--- src/rtl/sw_array_ctrl.sv ---
// Job controller for the Smith-Waterman systolic PE array: loads the query
// chain, streams target bases into PE0 with array-wide stall, drains the
// pipeline and returns the last PE's running maximum as the job score.
module sw_array_ctrl #(
  parameter int NUM_PE   = 64,
  parameter int CALC_BIT = 16,
  parameter int LEN_BIT  = 10
) (
  input  logic                clk,
  input  logic                rst_n,
  input  logic                start,
  input  logic [LEN_BIT-1:0]  q_len,
  input  logic [LEN_BIT-1:0]  t_len,
  input  logic                q_valid,
  output logic                q_ready,
  input  logic [1:0]          q_data,
  input  logic                t_valid,
  output logic                t_ready,
  input  logic [1:0]          t_data,
  output logic [2:0]          arr_t,
  output logic                arr_q_shift,
  output logic [2:0]          arr_q_data,
  output logic                arr_en,
  input  logic [CALC_BIT-1:0] arr_max,
  output logic                busy,
  output logic                done,
  output logic [CALC_BIT-1:0] score,
  output logic                err
);

  localparam logic [LEN_BIT-1:0] NPE        = LEN_BIT'(NUM_PE);
  localparam logic [LEN_BIT-1:0] DRAIN_LAST = LEN_BIT'(NUM_PE + 1);

  // The drain bound NUM_PE+2 has to be representable in the counters.
  generate
    if ((NUM_PE + 2) > ((1 << LEN_BIT) - 1)) begin : g_len_chk
      $error("sw_array_ctrl: NUM_PE+2 does not fit in LEN_BIT");
    end
  endgenerate

  typedef enum logic [2:0] {
    S_IDLE, S_LOAD_Q, S_COMMIT, S_STREAM, S_DRAIN, S_DONE
  } state_t;

  state_t               state_q, state_d;
  logic [LEN_BIT-1:0]   q_len_q, q_len_d, t_len_q, t_len_d;
  logic [LEN_BIT-1:0]   qc_q, qc_d, tc_q, tc_d, dc_q, dc_d;
  logic                 bad_q, bad_d;
  logic                 q_ready_q, q_ready_d, t_ready_q, t_ready_d;
  logic [2:0]           arr_t_q, arr_t_d, arr_q_data_q, arr_q_data_d;
  logic                 arr_q_shift_q, arr_q_shift_d, arr_en_q, arr_en_d;
  logic                 busy_q, busy_d, done_q, done_d, err_q, err_d;
  logic [CALC_BIT-1:0]  score_q, score_d;

  // Next-state and registered-output decode. Every output is computed one
  // cycle ahead so the ports come straight from flops; the ready flags are
  // derived from the next state so a handshake never over-accepts.
  always_comb begin
    state_d       = state_q;
    q_len_d       = q_len_q;
    t_len_d       = t_len_q;
    qc_d          = qc_q;
    tc_d          = tc_q;
    dc_d          = dc_q;
    bad_d         = bad_q;
    q_ready_d     = 1'b0;
    t_ready_d     = 1'b0;
    arr_t_d       = 3'b000;
    arr_en_d      = 1'b1;
    arr_q_shift_d = 1'b0;
    arr_q_data_d  = 3'b000;
    busy_d        = busy_q;
    done_d        = 1'b0;
    score_d       = score_q;
    err_d         = err_q;
    case (state_q)
      S_IDLE: begin
        if (start) begin
          q_len_d = q_len;
          t_len_d = t_len;
          qc_d    = '0;
          tc_d    = '0;
          dc_d    = '0;
          busy_d  = 1'b1;
          if (q_len == '0 || q_len > NPE || t_len == '0) begin
            bad_d   = 1'b1;
            state_d = S_DONE;
          end else begin
            bad_d     = 1'b0;
            state_d   = S_LOAD_Q;
            q_ready_d = 1'b1;
          end
        end
      end
      S_LOAD_Q: begin
        if (qc_q < q_len_q) begin
          // real query bases only move on an accepted beat
          if (q_ready_q && q_valid) begin
            arr_q_shift_d = 1'b1;
            arr_q_data_d  = {1'b1, q_data};
            qc_d          = qc_q + 1'b1;
          end
        end else begin
          // pad the rest of the chain with invalid entries, one per cycle
          arr_q_shift_d = 1'b1;
          qc_d          = qc_q + 1'b1;
        end
        if (qc_d == NPE) state_d = S_COMMIT;
        q_ready_d = (qc_d != NPE) && (qc_d < q_len_q);
      end
      S_COMMIT: begin
        arr_t_d   = 3'b001;
        state_d   = S_STREAM;
        t_ready_d = 1'b1;
      end
      S_STREAM: begin
        if (t_ready_q && t_valid) begin
          arr_t_d = {1'b1, t_data};
          tc_d    = tc_q + 1'b1;
        end else begin
          // freeze the whole array instead of injecting a bubble
          arr_en_d = 1'b0;
          arr_t_d  = arr_t_q;
        end
        if (tc_d == t_len_q) state_d = S_DRAIN;
        else                 t_ready_d = 1'b1;
      end
      S_DRAIN: begin
        dc_d = dc_q + 1'b1;
        if (dc_q == DRAIN_LAST) state_d = S_DONE;
      end
      S_DONE: begin
        done_d  = 1'b1;
        busy_d  = 1'b0;
        err_d   = bad_q;
        score_d = bad_q ? '0 : arr_max;
        state_d = S_IDLE;
      end
      default: state_d = S_IDLE;
    endcase
  end

  // State and output registers, cleared asynchronously.
  always_ff @(posedge clk or negedge rst_n) begin
    if (!rst_n) begin
      state_q       <= S_IDLE;
      q_len_q       <= '0;
      t_len_q       <= '0;
      qc_q          <= '0;
      tc_q          <= '0;
      dc_q          <= '0;
      bad_q         <= 1'b0;
      q_ready_q     <= 1'b0;
      t_ready_q     <= 1'b0;
      arr_t_q       <= 3'b000;
      arr_en_q      <= 1'b0;
      arr_q_shift_q <= 1'b0;
      arr_q_data_q  <= 3'b000;
      busy_q        <= 1'b0;
      done_q        <= 1'b0;
      score_q       <= '0;
      err_q         <= 1'b0;
    end else begin
      state_q       <= state_d;
      q_len_q       <= q_len_d;
      t_len_q       <= t_len_d;
      qc_q          <= qc_d;
      tc_q          <= tc_d;
      dc_q          <= dc_d;
      bad_q         <= bad_d;
      q_ready_q     <= q_ready_d;
      t_ready_q     <= t_ready_d;
      arr_t_q       <= arr_t_d;
      arr_en_q      <= arr_en_d;
      arr_q_shift_q <= arr_q_shift_d;
      arr_q_data_q  <= arr_q_data_d;
      busy_q        <= busy_d;
      done_q        <= done_d;
      score_q       <= score_d;
      err_q         <= err_d;
    end
  end

  assign q_ready     = q_ready_q;
  assign t_ready     = t_ready_q;
  assign arr_t       = arr_t_q;
  assign arr_en      = arr_en_q;
  assign arr_q_shift = arr_q_shift_q;
  assign arr_q_data  = arr_q_data_q;
  assign busy        = busy_q;
  assign done        = done_q;
  assign score       = score_q;
  assign err         = err_q;

endmodule

--- config.mk ---
export PLATFORM = sky130hd
export DESIGN_NAME = sw_array_ctrl
export DESIGN_NICKNAME = d
export VERILOG_FILES = /design/src/rtl/sw_array_ctrl.sv
export SDC_FILE = /design/constraint.sdc
export NUM_CORES = 1
export LEC_CHECK = 0
export ABC_CLOCK_PERIOD_IN_PS = 4100
export BUFFER_PORTS_ARGS = -buffer_cell sky130_fd_sc_hd__clkbuf_2
export CORE_AREA = 5 5 97 99
export DETAILED_ROUTE_END_ITERATION = 8
export DIE_AREA = 0 0 102 104
export HOLD_SLACK_MARGIN = 0.05
export PLACE_DENSITY = 0.88
export SETUP_SLACK_MARGIN = 0.5
export SYNTH_ARGS = -nofsm -noshare
export SYNTH_HDL_FRONTEND = slang
export SYNTH_SLANG_ARGS = --single-unit
--- constraint.sdc ---
create_clock -name clk -period 4.1 [get_ports clk]
set_input_delay 0.41 -clock clk [delete_from_list [all_inputs] [get_ports clk]]
set_output_delay 0.41 -clock clk [all_outputs]
set_load 0.05 [all_outputs]
== Word-level counts from Yosys, hierarchy flattened ==
Cells that the tools add are included.
Widths: inputs -> output; s select.
Storage, ports and cells
  bits in registers: 83
  bits of input ports: 45
Cells by class
  muxes and demuxes: 35
  equal/unequal tests: 14
  reduce and logical (&&, ||, !) cells: 18
  $add $sub $neg: 3
  magnitude comparators: 3
Operator list (number)
  $mux 10: 6
  $pmux 10 s2: 3
  $add 10x1->10 const B: 3
  $mux 3: 9
  $eq 10x7->1 const B: 2
  $logic_not 10->1: 2
  $lt 10x10->1: 2
  $mux 16: 1
  $pmux 3 s5: 1
  $mux 1: 11
  $eq 10x10->1: 1
  $gt 10x7->1 const B: 1
  $ne 10x7->1 const B: 1
  $ne 2x2->1 const B: 5
  $reduce_and 2->1: 5
  $reduce_bool 2->1: 4
  $eq 3x2->1 const B: 2
  $eq 3x3->1 const B: 2
  $pmux 1 s2: 3
  $pmux 3 s2: 1
  $reduce_and 4->1: 1
  $eq 3x1->1 const B: 1
  $logic_and 1x1->1: 3
  $logic_not 3->1: 1
  $logic_or 1x1->1: 2

== Longest topological paths before layout ==
Gate-level depths: netlist (run 1).
  depth in word-level cells: 7
  mapped depth: 18
  mapped depth without buffers: 18

== Worst setup path before layout (run 1) ==
No wires, ideal clock.
  path kind: register to register
  from: register qc_q[7]
  to: register q_ready_q, in the netlist q_ready
  period minus slack after synthesis: 3.317 ns
  slack: 0.783 ns
  required time: 4.032 ns
  stages on the path, launching flop included: 18
  arrival: 3.249 ns
  path through: dfrtp_1 ha_1 a211oi_1 nor2_1 a211oi_4 nand2_1 nor2_1 nor2_1 xnor2_1 ha_1 a21o_1 a21o_1 a21oi_1 nor2_1 a2111oi_0 nor2_1 nor2_1 a41o_1
Between the ends
  longest elaborated chain between the ends: 7
  elaborated cells between the ends (all ways): 9
  classes of those cells: 1 x add/sub; 2 x order compare; 1 x eq/ne; 4 x mux; 1 x reduce/logical
RTL lines
  start, declared: line 47  | logic [LEN_BIT-1:0] qc_q, qc_d, tc_q, tc_d, dc_q, dc_d;
  start signal, assigned: line 167  | qc_q <= qc_d;
  $add 10x1->10: line 101, 106
  $mux 10: line 98  | if (q_ready_q && q_valid) begin
  $mux 10 *: line 96  | if (qc_q < q_len_q) begin
  $mux 10 *: line 76  | case (state_q)
  $lt 10x10->1 / $ne 10x7->1 (equally long branches): line 109  | q_ready_d = (qc_d != NPE) && (qc_d < q_len_q);
  $logic_and 1x1->1 *: line 109
  $pmux 1 s2 *: line 76
  net q_ready_d: line 49  | logic q_ready_q, q_ready_d, t_ready_q, t_ready_d;
  end signal, assigned: line 171  | q_ready_q <= q_ready_d;
  end, declared: line 49
The timed path passes the listed nets; every way through them passes the cells marked *. The select of a mux whose other input is x is not followed.
A chain may end at the register's enable or synchronous reset.

== Worst setup path in the final report (run 1) ==
  from: register qc_q[8]
  to: register q_ready_q, in the netlist q_ready
The elaborated chain is that of the path after synthesis.

==> results.md, run 1 <==
* Status: finished, final reports clean
* Number of buffers added on ports at 73
* Setup-failing EPs final at 0
* Slew margin rel. at 0.305
* Required @ worst endpoint at 4.39 ns
* Die area at 10600 um^2
* Initial antenna violation count at 0
* Via density at between 5 and 6
* Synth Area in Simple Gates at 0.232
* Post-route ant nets at 0
* Synth Area in Compound Gates at 0.145
* Vias in the first global route at 3881
* Cell repeated most along the worst path: nor2_1
* Chip height at around 100 um
* Netlist cell types at 46
* Initial core utilization at 0.533
* GRT Util Overall at 0.206
* Diodes inserted at 0
* Family with the most delay on the worst path: compound AO/OA/AOI/OAI gates
* CTS tree: done
* CP max-delay cell: dfrtp_1
* Fillers at 688
* Final Hold Fails at 0
* Synthesized area at 4510 um^2
* Largest net degree at the start of global routing at 84
* Area share of the largest cell type after synthesis at 0.460
* Pwr dens at ~570 nW/um^2
* Setup TNS at 0 ns
* Fin crit share at 0.845
* Total congestion overflow at 0
* Root buf cell: clkbuf_8
* Crit path cell chain: ha_1 > nand4_1 > nor2_1 > a211oi_4 > nand2_2 > nor2_4 > nor2_1 > xnor2_1 > ha_1 > a21o_1 > a21o_1 > a21oi_2 > nor2_1 > a2111oi_2 > nor2_1 > nor2_1 > a41o_1
* Slew Viols, Final at 0
* Final WL at roughly 11 mm
* Crit start category: register
* Max stage delay on crit path at 0.43 ns
* Critical path peak fanout at 4
* Asr flop ratio synth at 1.00
* Clock latency at the later pin of the worst-skew pair at about 0.36 ns
* Core Region at 8470 um^2
* Synth area leader: dfrtp_1
* Worst slew pin tran at 1.04 ns
* Crit path DAT at 3.75 ns
* Bufs and invs on worst path at 0
* Max-Cap Viols at 0
* CTS sink cnt at between 80 and 90
* Htree depth at 3
* IO Count at 74
* Rows at 34
* Area delta synth->final at 17.2%
* Initial DRT Pass Iterations at 7
* Post-Syn Nets at 573
* YS warnings at 0
* CP endpoint kind: register
* DR iter-0 viols at 258
* Clock transition at path regs at 0.08 ns
* Post-route DRC violation count at 0
* Tmin final at 3.46 ns
* P_leak at 2.55 nW
* Post-synth EDFFs at 0
* Ys flop type: dfrtp_1
* Max clock buf depth at 2
* Top cells by area, synth: dfrtp_1 (46%), nand2_1 (8.2%), o21ai_0 (6.5%)
* Min-Delay Path Class: input port to async pin
* CP Class: register to register
* Area share of xor/xnor cells in the synthesized design at 0.0563
* Sequential-to-total area share from yosys stat at 0.460
* Nets at 648
* Peak Freq at 289 MHz
* Global-route wire length before repair at between 15 and 20 mm
* RSZ-0062 raised after global routing: false
* Synth Area per Inst at 8.92 um^2
* Yosys reg bits at 83
* CTS buffer count at 9
* Largest family of logic cells by synthesized area: simple AND/OR/NAND/NOR gates
* Worst hold margin at 0.207 ns
* Peak supply drop at 0.256 mV
* DR WL/cell at 15.2 um
* Worst Clk Skew at approximately 0.0099 ns
* DP HPWL at 7.59 mm
* Gpl congestion at 0.918
* Post-Synthesis Cells at 506
* Chip width at 102 um
* Mux contribution to synthesized area at 0.0161
* Synth Area in Adders at 0.0610
* Layout cells sized above 1 at 0.200
* Routed vias at 3881
registers in the layout, indices dropped and copies added, names as in the netlist, 3 cells and up:
signal,cells
score,16
arr_t,3
q_len_q,10
tc_q,10
t_len_q,10
state_q,3
qc_q,10
dc_q,10
arr_q_data,3
layer usage:
metal  global-route usage  share of wire  vias up
li1                     -              -     1902
met2                0.335           0.50      125
met4               0.0694          0.020        0
met5                    0              0        -
met3               0.0423          0.052       29
met1                0.273           0.43     1825
worst paths after layout:
kind                           from         end  slack (ns)  cells past startpoint
min                           rst_n  q_len_q[4]        0.21                      1
min reg2reg                 dc_q[9]     dc_q[9]        0.48                      1
max                         qc_q[8]     q_ready        0.64                     17
max reg2reg                 qc_q[8]     q_ready        0.64                     17
max in group asynchronous     rst_n     qc_q[4]        3.14                      1
min in group clk           t_len[5]  t_len_q[5]        0.26                      3
layout make-up:
type | count | area (um^2) | share of cell area
well taps | 108 | 135 | 0.0256
clock inverters | 5 | 85.1 | 0.0161
inverters | 14 | 52.6 | 0.00994
flip-flops and latches | 83 | 2080 | 0.393
clock buffers | 11 | 141 | 0.0267
multi-input cells | 390 | 2350 | 0.445
repair buffers | 83 | 443 | 0.0837
worst reg2reg max path, stage by stage (launching register included):
cell	delay [ns]
dfrtp_1	0.43
ha_1	0.33
nand4_1	0.16
nor2_1	0.09
a211oi_4	0.25
nand2_2	0.12
nor2_4	0.17
nor2_1	0.08
xnor2_1	0.25
ha_1	0.29
a21o_1	0.17
a21o_1	0.18
a21oi_2	0.14
nor2_1	0.07
a2111oi_2	0.34
nor2_1	0.07
nor2_1	0.09
a41o_1	0.16
cells in the final DEF (no fill, tap or decap), drive strengths merged, types with 3 or more instances in the layout:
cell type   n
a21oi      10
nor4        5
inv        15
and3        9
nand3      17
xnor2      21
dfrtp      83
nor3        7
mux2i       5
a21o        3
nand2      99
a22o        8
a31oi       8
or4         3
ha         22
o31ai      10
buf        11
and2        9
o21ai      60
xor2        8
nand2b     20
clkbuf     83
nor2       37
nand4       7
cell usage after synthesis, types with 5 or more instances:
cell type,count
nand2_1,99
dfrtp_1,83
o21ai_0,59
nor2_1,37
ha_1,22
xnor2_1,21
nand2b_1,20
nand3_1,17
clkbuf_1,16
inv_1,14
a21oi_1,10
o31ai_1,10
and3_1,9
a31oi_1,8
xor2_1,8
a22o_1,7
and2_1,7
nand4_1,7
nor3_1,7
mux2i_1,5
nor4_1,5
cells by family (layout without fill, tap and decap cells):
group / Yosys count / after routing
and+or+nand+nor: 224 / 224
DFF: 83 / 83
muxes: 7 / 7
buffers and inverters: 33 / 113
adders and majority gates: 22 / 22
AOI/OAI and AO/OA: 108 / 108
xor gates and xnor gates: 29 / 29
power breakdown:
part	switching (mW)	leakage, nW	internal [mW]
sequential	0.160	1.10	1.02
clock	0.301	0.110	0.363
combinational	0.797	1.34	0.365
total	1.26	2.55	1.75
repair_timing:
action / CTS / global route
endpoints found under the hold margin: 0 / 0
setup buffers: 0 / 8
hold buffers: 0 / 0
endpoints found under the setup margin: 1 / 1
pin swaps: 0 / 5
resized for setup: 3 / 12
per-stage QoR:
stage	power (mW)	setup WS (ns)	cells	util	cell area (um^2)
floorplan	2.01	0.783	506	-	4510
global placement	2.26	0.536	670	0.585	4950
detailed placement	2.32	0.389	670	0.585	4950
CTS	2.99	0.519	686	0.613	5190
global route	3.23	0.412	694	0.625	5290
finish	3.00	0.637	694	0.625	5290
(Power assumes the default switching activity.)
==> inputs of run 2 (changes only) <==
- ABC_CLOCK_PERIOD_IN_PS: 4100 -> 2900
- CORE_AREA: 5 5 97 99 -> 5 5 101 103
- DIE_AREA: 0 0 102 104 -> 0 0 106 108
- PLACE_DENSITY: 0.88 -> 0.85
- clock period: 4.1 -> 2.9 ns (I/O delays scaled with it)
==> results.md, run 2 (same netlist as run 1, synthesis figures left out) <==
* Total power at roughly 4.3 mW
* Post-route ant nets at 0
* Worst Clk Skew at 0.0139 ns
* Max-Cap Viols at 0
* FF+latch area at between 2000 and 2500 um^2
* Largest net degree at the start of global routing at 84
* Final Hold Fails at 0
* Slew margin rel. at 0.278
* Total congestion overflow at 0
* Leading cell types in the layout, fill and taps excluded: nand2_1 (97), dfrtp_1 (83), clkbuf_2 (72), o21ai_0 (57), buf_4 (39)
* Max clock buf depth at 2
* Net Switching at 1.92 mW
* IO Count at 74
* Dpl cells at 708
* Via density at around 5.6
* Pwr dens at 752 nW/um^2
* GRT Util Overall at 0.204
* Vias in the first global route at 4045
* Setup-failing EPs final at 1
* Clock transition at path regs at 0.10 ns
* Diodes inserted at 0
* Initial antenna violation count at 0
* CP endpoint kind: register
* Critical path peak fanout at 2
* Die area at 11400 um^2
* Initial DRT Pass Iterations at 4
* Chip height at about 110 um
* Slew Viols, Final at 0
* Crit path DAT at 3.42 ns
* Most common cell after layout, fill and taps aside: nand2_1
* Area occupied by multi-input gates at around 2600 um^2
* Peak Freq at between 300 and 400 MHz
* CP max-delay cell: dfrtp_1
* Clock latency at the later pin of the worst-skew pair at 0.37 ns
* P_leak at around 2.8 nW
* CTS buffer count at 9
* Number of buffers added on ports at 73
* Fin crit share at 1.07
* Crit path cell chain: inv_2 > ha_4 > nand4_1 > nor2_2 > a211oi_4 > nand2_2 > nor2_4 > nor2_2 > xnor2_2 > ha_1 > a21o_1 > a21o_1 > a21oi_2 > nor2_2 > a2111oi_4 > nor2_1 > nor2_1 > a41o_1
* CP Class: register to register
* Area delta synth->final at 27.8%
* Chip width at 106 um
* Max stage delay on crit path at 0.40 ns
* Switch share at 0.442
* Initial core utilization at 0.495
* Largest register FFs at 16
* Nets at a little under 700
* Clk pwr share at 0.181
* Post-Layout Cell Count at 731
* Bufs and invs on worst path at 1
* Gpl congestion at 0.916
* Final worst slack at -0.209 ns
* DP HPWL at approximately 8 mm
* Rows at 35
* CTS sink cnt at 83
* Core Region at slightly above 9000 um^2
* Routed vias at 4085
* Sequential power share at 0.384
* Final WL at 11.6 mm
* Min-Delay Path Class: input port to async pin
* Post-route DRC violation count at 0
* CTS tree: done
* Required @ worst endpoint at around 3.2 ns
* Failing checks: negative setup slack
* Worst slew pin tran at 1.08 ns
* Crit start category: register
* DR WL/cell at between 15 and 20 um
* Global-route wire length before repair at 18.9 mm
* Root buf cell: clkbuf_8
* Layout cells sized above 1 at 0.295
* Pint at 2.42 mW
* Comb pwr share at 0.435
* Worst hold margin at just over 0.08 ns
* DR iter-0 viols at 188
* Family with the most delay on the worst path: compound AO/OA/AOI/OAI gates
* Peak supply drop at approximately 0.38 mV
* RSZ-0062 raised after global routing: true
* Fillers at 723
* Cell repeated most along the worst path: nor2_2
* Status: finished, violations left
* Tmin final at roughly 3.1 ns
* Htree depth at 3
run 2: worst paths after layout:
kind / start / endpoint / slack, ns / cells after the start
setup / recovery: q_len_q[9] / q_ready / -0.21 / 18
hold / removal: rst_n / tc_q[6] / 0.08 / 1
setup reg to reg: q_len_q[9] / q_ready / -0.21 / 18
hold reg to reg: dc_q[9] / dc_q[9] / 0.47 / 1
max in group asynchronous: rst_n / done / 2.14 / 1
min in group clk: q_data[1] / arr_q_data[1] / 0.13 / 2
run 2: layout make-up:
| type | instances | area share |
|---|---|---|
| Clock buffer | 9 | 0.0215 |
| Tap cell | 111 | 0.0241 |
| Timing Repair Buffer | 117 | 0.125 |
| Multi-Input combinational cell | 390 | 0.450 |
| Inverter | 14 | 0.00911 |
| Clock inverter | 7 | 0.0104 |
| Sequential cell | 83 | 0.360 |
run 2: worst reg2reg max path, delay by kind of cell (launching register included):
family	cells	cell delay [ns]
buffers and inverters	1	0.09
AOI/OAI and AO/OA	6	1.19
adders and majority gates	2	0.53
xor gates and xnor gates	1	0.15
and+or+nand+nor	8	0.73
DFF	1	0.40
run 2: routing by layer:
layer | share of wire | wire length [um] | track usage | up-vias
met4 | 0.030 | 350 | 0.0888 | 0
met2 | 0.50 | 5870 | 0.349 | 136
met1 | 0.41 | 4790 | 0.252 | 1937
li1 | - | - | - | 1977
met5 | 0 | 0 | 0 | -
met3 | 0.054 | 628 | 0.0418 | 35
run 2: timing repair:
action / CTS / global route
gates resized for setup: 33 / 23
pin swaps: 24 / 10
hold buffers: 0 / 0
cloned: 0 / 0
hold endpoints to repair: 0 / 0
setup endpoints to repair: 7 / 7
setup buffers: 5 / 2
run 2: power groups by stage:
stage | clock network, mW | logic [mW] | registers, mW
2_1_floorplan | 0 | 0.887 | 1.97
3_3_place_gp | 0 | 1.67 | 1.66
3_5_place_dp | 0 | 1.74 | 1.68
4_1_cts | 0.795 | 1.84 | 1.66
5_1_grt | 0.858 | 2.06 | 1.71
6_report | 0.786 | 1.89 | 1.67
run 2: through the flow:
step	utilization	cell area (um^2)	TNS, ns	setup slack [ns]
floorplan	-	4550	-0.198	-0.198
global placement	0.577	5250	-0.190	-0.190
detailed placement	0.577	5250	-0.311	-0.311
CTS	0.620	5640	-0.0963	-0.0963
global route	0.633	5770	-0.369	-0.358
finish	0.633	5770	-0.209	-0.209
==> inputs of run 3 (changes only) <==
- CELL_PAD_IN_SITES_DETAIL_PLACEMENT: unset -> 1
- CELL_PAD_IN_SITES_GLOBAL_PLACEMENT: unset -> 1
- CORE_AREA: 5 5 101 103 -> 5 5 114 116
- CTS_CLUSTER_SIZE: unset -> 16
- DIE_AREA: 0 0 106 108 -> 0 0 119 121
- PLACE_DENSITY: 0.85 -> 0.87
==> results.md, run 3 (same netlist as run 1, synthesis figures left out) <==
* RSZ-0062 raised after global routing: true
* Final WL at 13.8 mm
* GRT Util Overall at 0.195
* Chip height at approximately 120 um
* Clock latency at the later pin of the worst-skew pair at 0.35 ns
* Peak Freq at 314 MHz
* Most common cell after layout, fill and taps aside: nand2_1
* Max-Cap Viols at 0
* Die area at 14400 um^2
* Initial antenna violation count at 0
* Sequential power share at 0.350
* Hold buffer count at CTS at 0
* Layout cells sized above 1 at 0.275
* Worst Clk Skew at 0.00648 ns
* Initial core utilization at 0.382
* CP endpoint kind: register
* Vias in the first global route at 4599
* Final Hold Fails at 0
* CTS tree: done
* Largest register FFs at 16
* Post-route ant nets at 0
* CTS sink cnt at 83
* DP HPWL at slightly below 10 mm
* P_leak at 2.81 nW
* Clk pwr share at 0.258
* IO Count at 74
* Initial DRT Pass Iterations at 4
* DP Worst Slack at -0.575 ns
* Slew Viols, Final at 0
* Fin crit share at 1.10
* Reg2Reg Depth at 18
* Net Switching at 1.99 mW
* Pwr dens at roughly 820 nW/um^2
* Crit start category: register
* Area delta synth->final at 29.5%
* Slew margin rel. at 0.277
* Fillers at 1388
* Tmin final at 3.18 ns
* Gpl congestion at 0.878
* Post-route cell area at 5840 um^2
* Post-route DRC violation count at 0
* Pint at about 2.8 mW
* Switch share at 0.413
* Via density at ~5.5
* Htree depth at 3
* Max clock buf depth at 2
* Routed vias at 4187
* DR WL/cell at 18.0 um
* Number of buffers added on ports at 73
* Critical path peak fanout at 2
* Leading cell types in the layout, fill and taps excluded: nand2_1 (97), dfrtp_1 (83), clkbuf_2 (72), o21ai_0 (55), buf_4 (43)
* Status: finished, violations left
* Nets at 683
* Root buf cell: clkbuf_16
* Final worst slack at -0.280 ns
* Min-Delay Path Class: input port to async pin
* Comb pwr share at 0.392
* Total congestion overflow at 0
* Peak supply drop at 0.467 mV
* Core Region at 11800 um^2
* Crit path DAT at roughly 3.5 ns
* Failing checks: negative setup slack
* Clock transition at path regs at 0.07 ns
* Required @ worst endpoint at 3.19 ns
* DR iter-0 viols at 93
* Global-route wire length before repair at 22.5 mm
* Worst slew pin tran at 1.08 ns
* Rows at 40
* CTS buffer count at 9
* Placed cell area at 5270 um^2
* Chip width at 119 um
* CP Class: register to register
* Largest net degree at the start of global routing at 84
* Setup-failing EPs final at 1
* Diodes inserted at 0
==> run 3: cell count changes in the layout (fill, tap and decap cells not counted), moves of 4 or more <==
cell,before,now
clkbuf_16,0,9
clkbuf_8,9,0
buf_4,39,43
inv_2,7,3
inv_1,7,11
==> run 3: worst paths after layout <==
kind	from	endpoint	slack, ns
max in group asynchronous	rst_n	err	2.07
min	rst_n	arr_q_data[1]	0.09
max	q_len_q[4]	q_ready	-0.28
min in group clk	q_data[0]	arr_q_data[0]	0.15
max reg2reg	q_len_q[4]	q_ready	-0.28
min reg2reg	dc_q[9]	dc_q[9]	0.49
==> run 3: through the flow <==
stage | hold WS (ns) | setup TNS [ns] | power, mW | instances | util
floorplan | -0.00559 | -0.198 | 2.86 | 506 | -
global placement | 0.453 | -0.289 | 3.36 | 741 | 0.447
detailed placement | 0.467 | -0.575 | 3.49 | 741 | 0.447
CTS | 0.135 | -0.320 | 4.83 | 764 | 0.489
global route | 0.143 | -0.485 | 5.13 | 768 | 0.495
finish | 0.0878 | -0.280 | 4.82 | 768 | 0.495
==> run 3: power by group through the flow <==
stage               logic (mW)  clock network (mW)  registers, mW
detailed placement        1.80                   0           1.69
finish                    1.89                1.25           1.69
global route              2.08                1.33           1.72
floorplan                0.887                   0           1.97
global placement          1.69                   0           1.67
CTS                       1.88                1.27           1.68
==> run 3: repair_timing <==
item | in CTS | in global routing
endpoints found under the setup margin | 6 | 10
gates resized for setup | 27 | 14
setup buffers | 7 | 4
pin swaps | 25 | 10
==> run 3: routing by layer <==
layer  GRT usage  wire [um]
met5           0          0
met4      0.0710        384
met3      0.0499        533
met2       0.367       7310
met1       0.210       5580
==> run 3: area by class of cell <==
| class | count | area [um^2] | share of cell area |
|---|---|---|---|
| inverters | 14 | 52.6 | 0.00899 |
| clock inverters | 6 | 90.1 | 0.0154 |
| clock buffers | 10 | 229 | 0.0392 |
| flip-flops and latches | 83 | 2080 | 0.355 |
| well taps | 147 | 184 | 0.0315 |
| multi-input cells | 390 | 2490 | 0.427 |
| repair buffers | 118 | 717 | 0.123 |
==> run 3: worst max-delay path, cell delays in order, from the launching register on <==
cell and delay (ns):
dfrtp_1 0.37, inv_1 0.13, ha_4 0.22, nand4_1 0.14, nor2_2 0.07, a211oi_4 0.24, nand2_2 0.12, nor2_4 0.12
nor2_2 0.06, xnor2_2 0.19, ha_1 0.29, a21o_1 0.19, a21o_1 0.17, a21oi_2 0.15, nor2_1 0.08, a2111oi_2 0.21
nor2_1 0.09, nor2_1 0.11, a41o_1 0.16
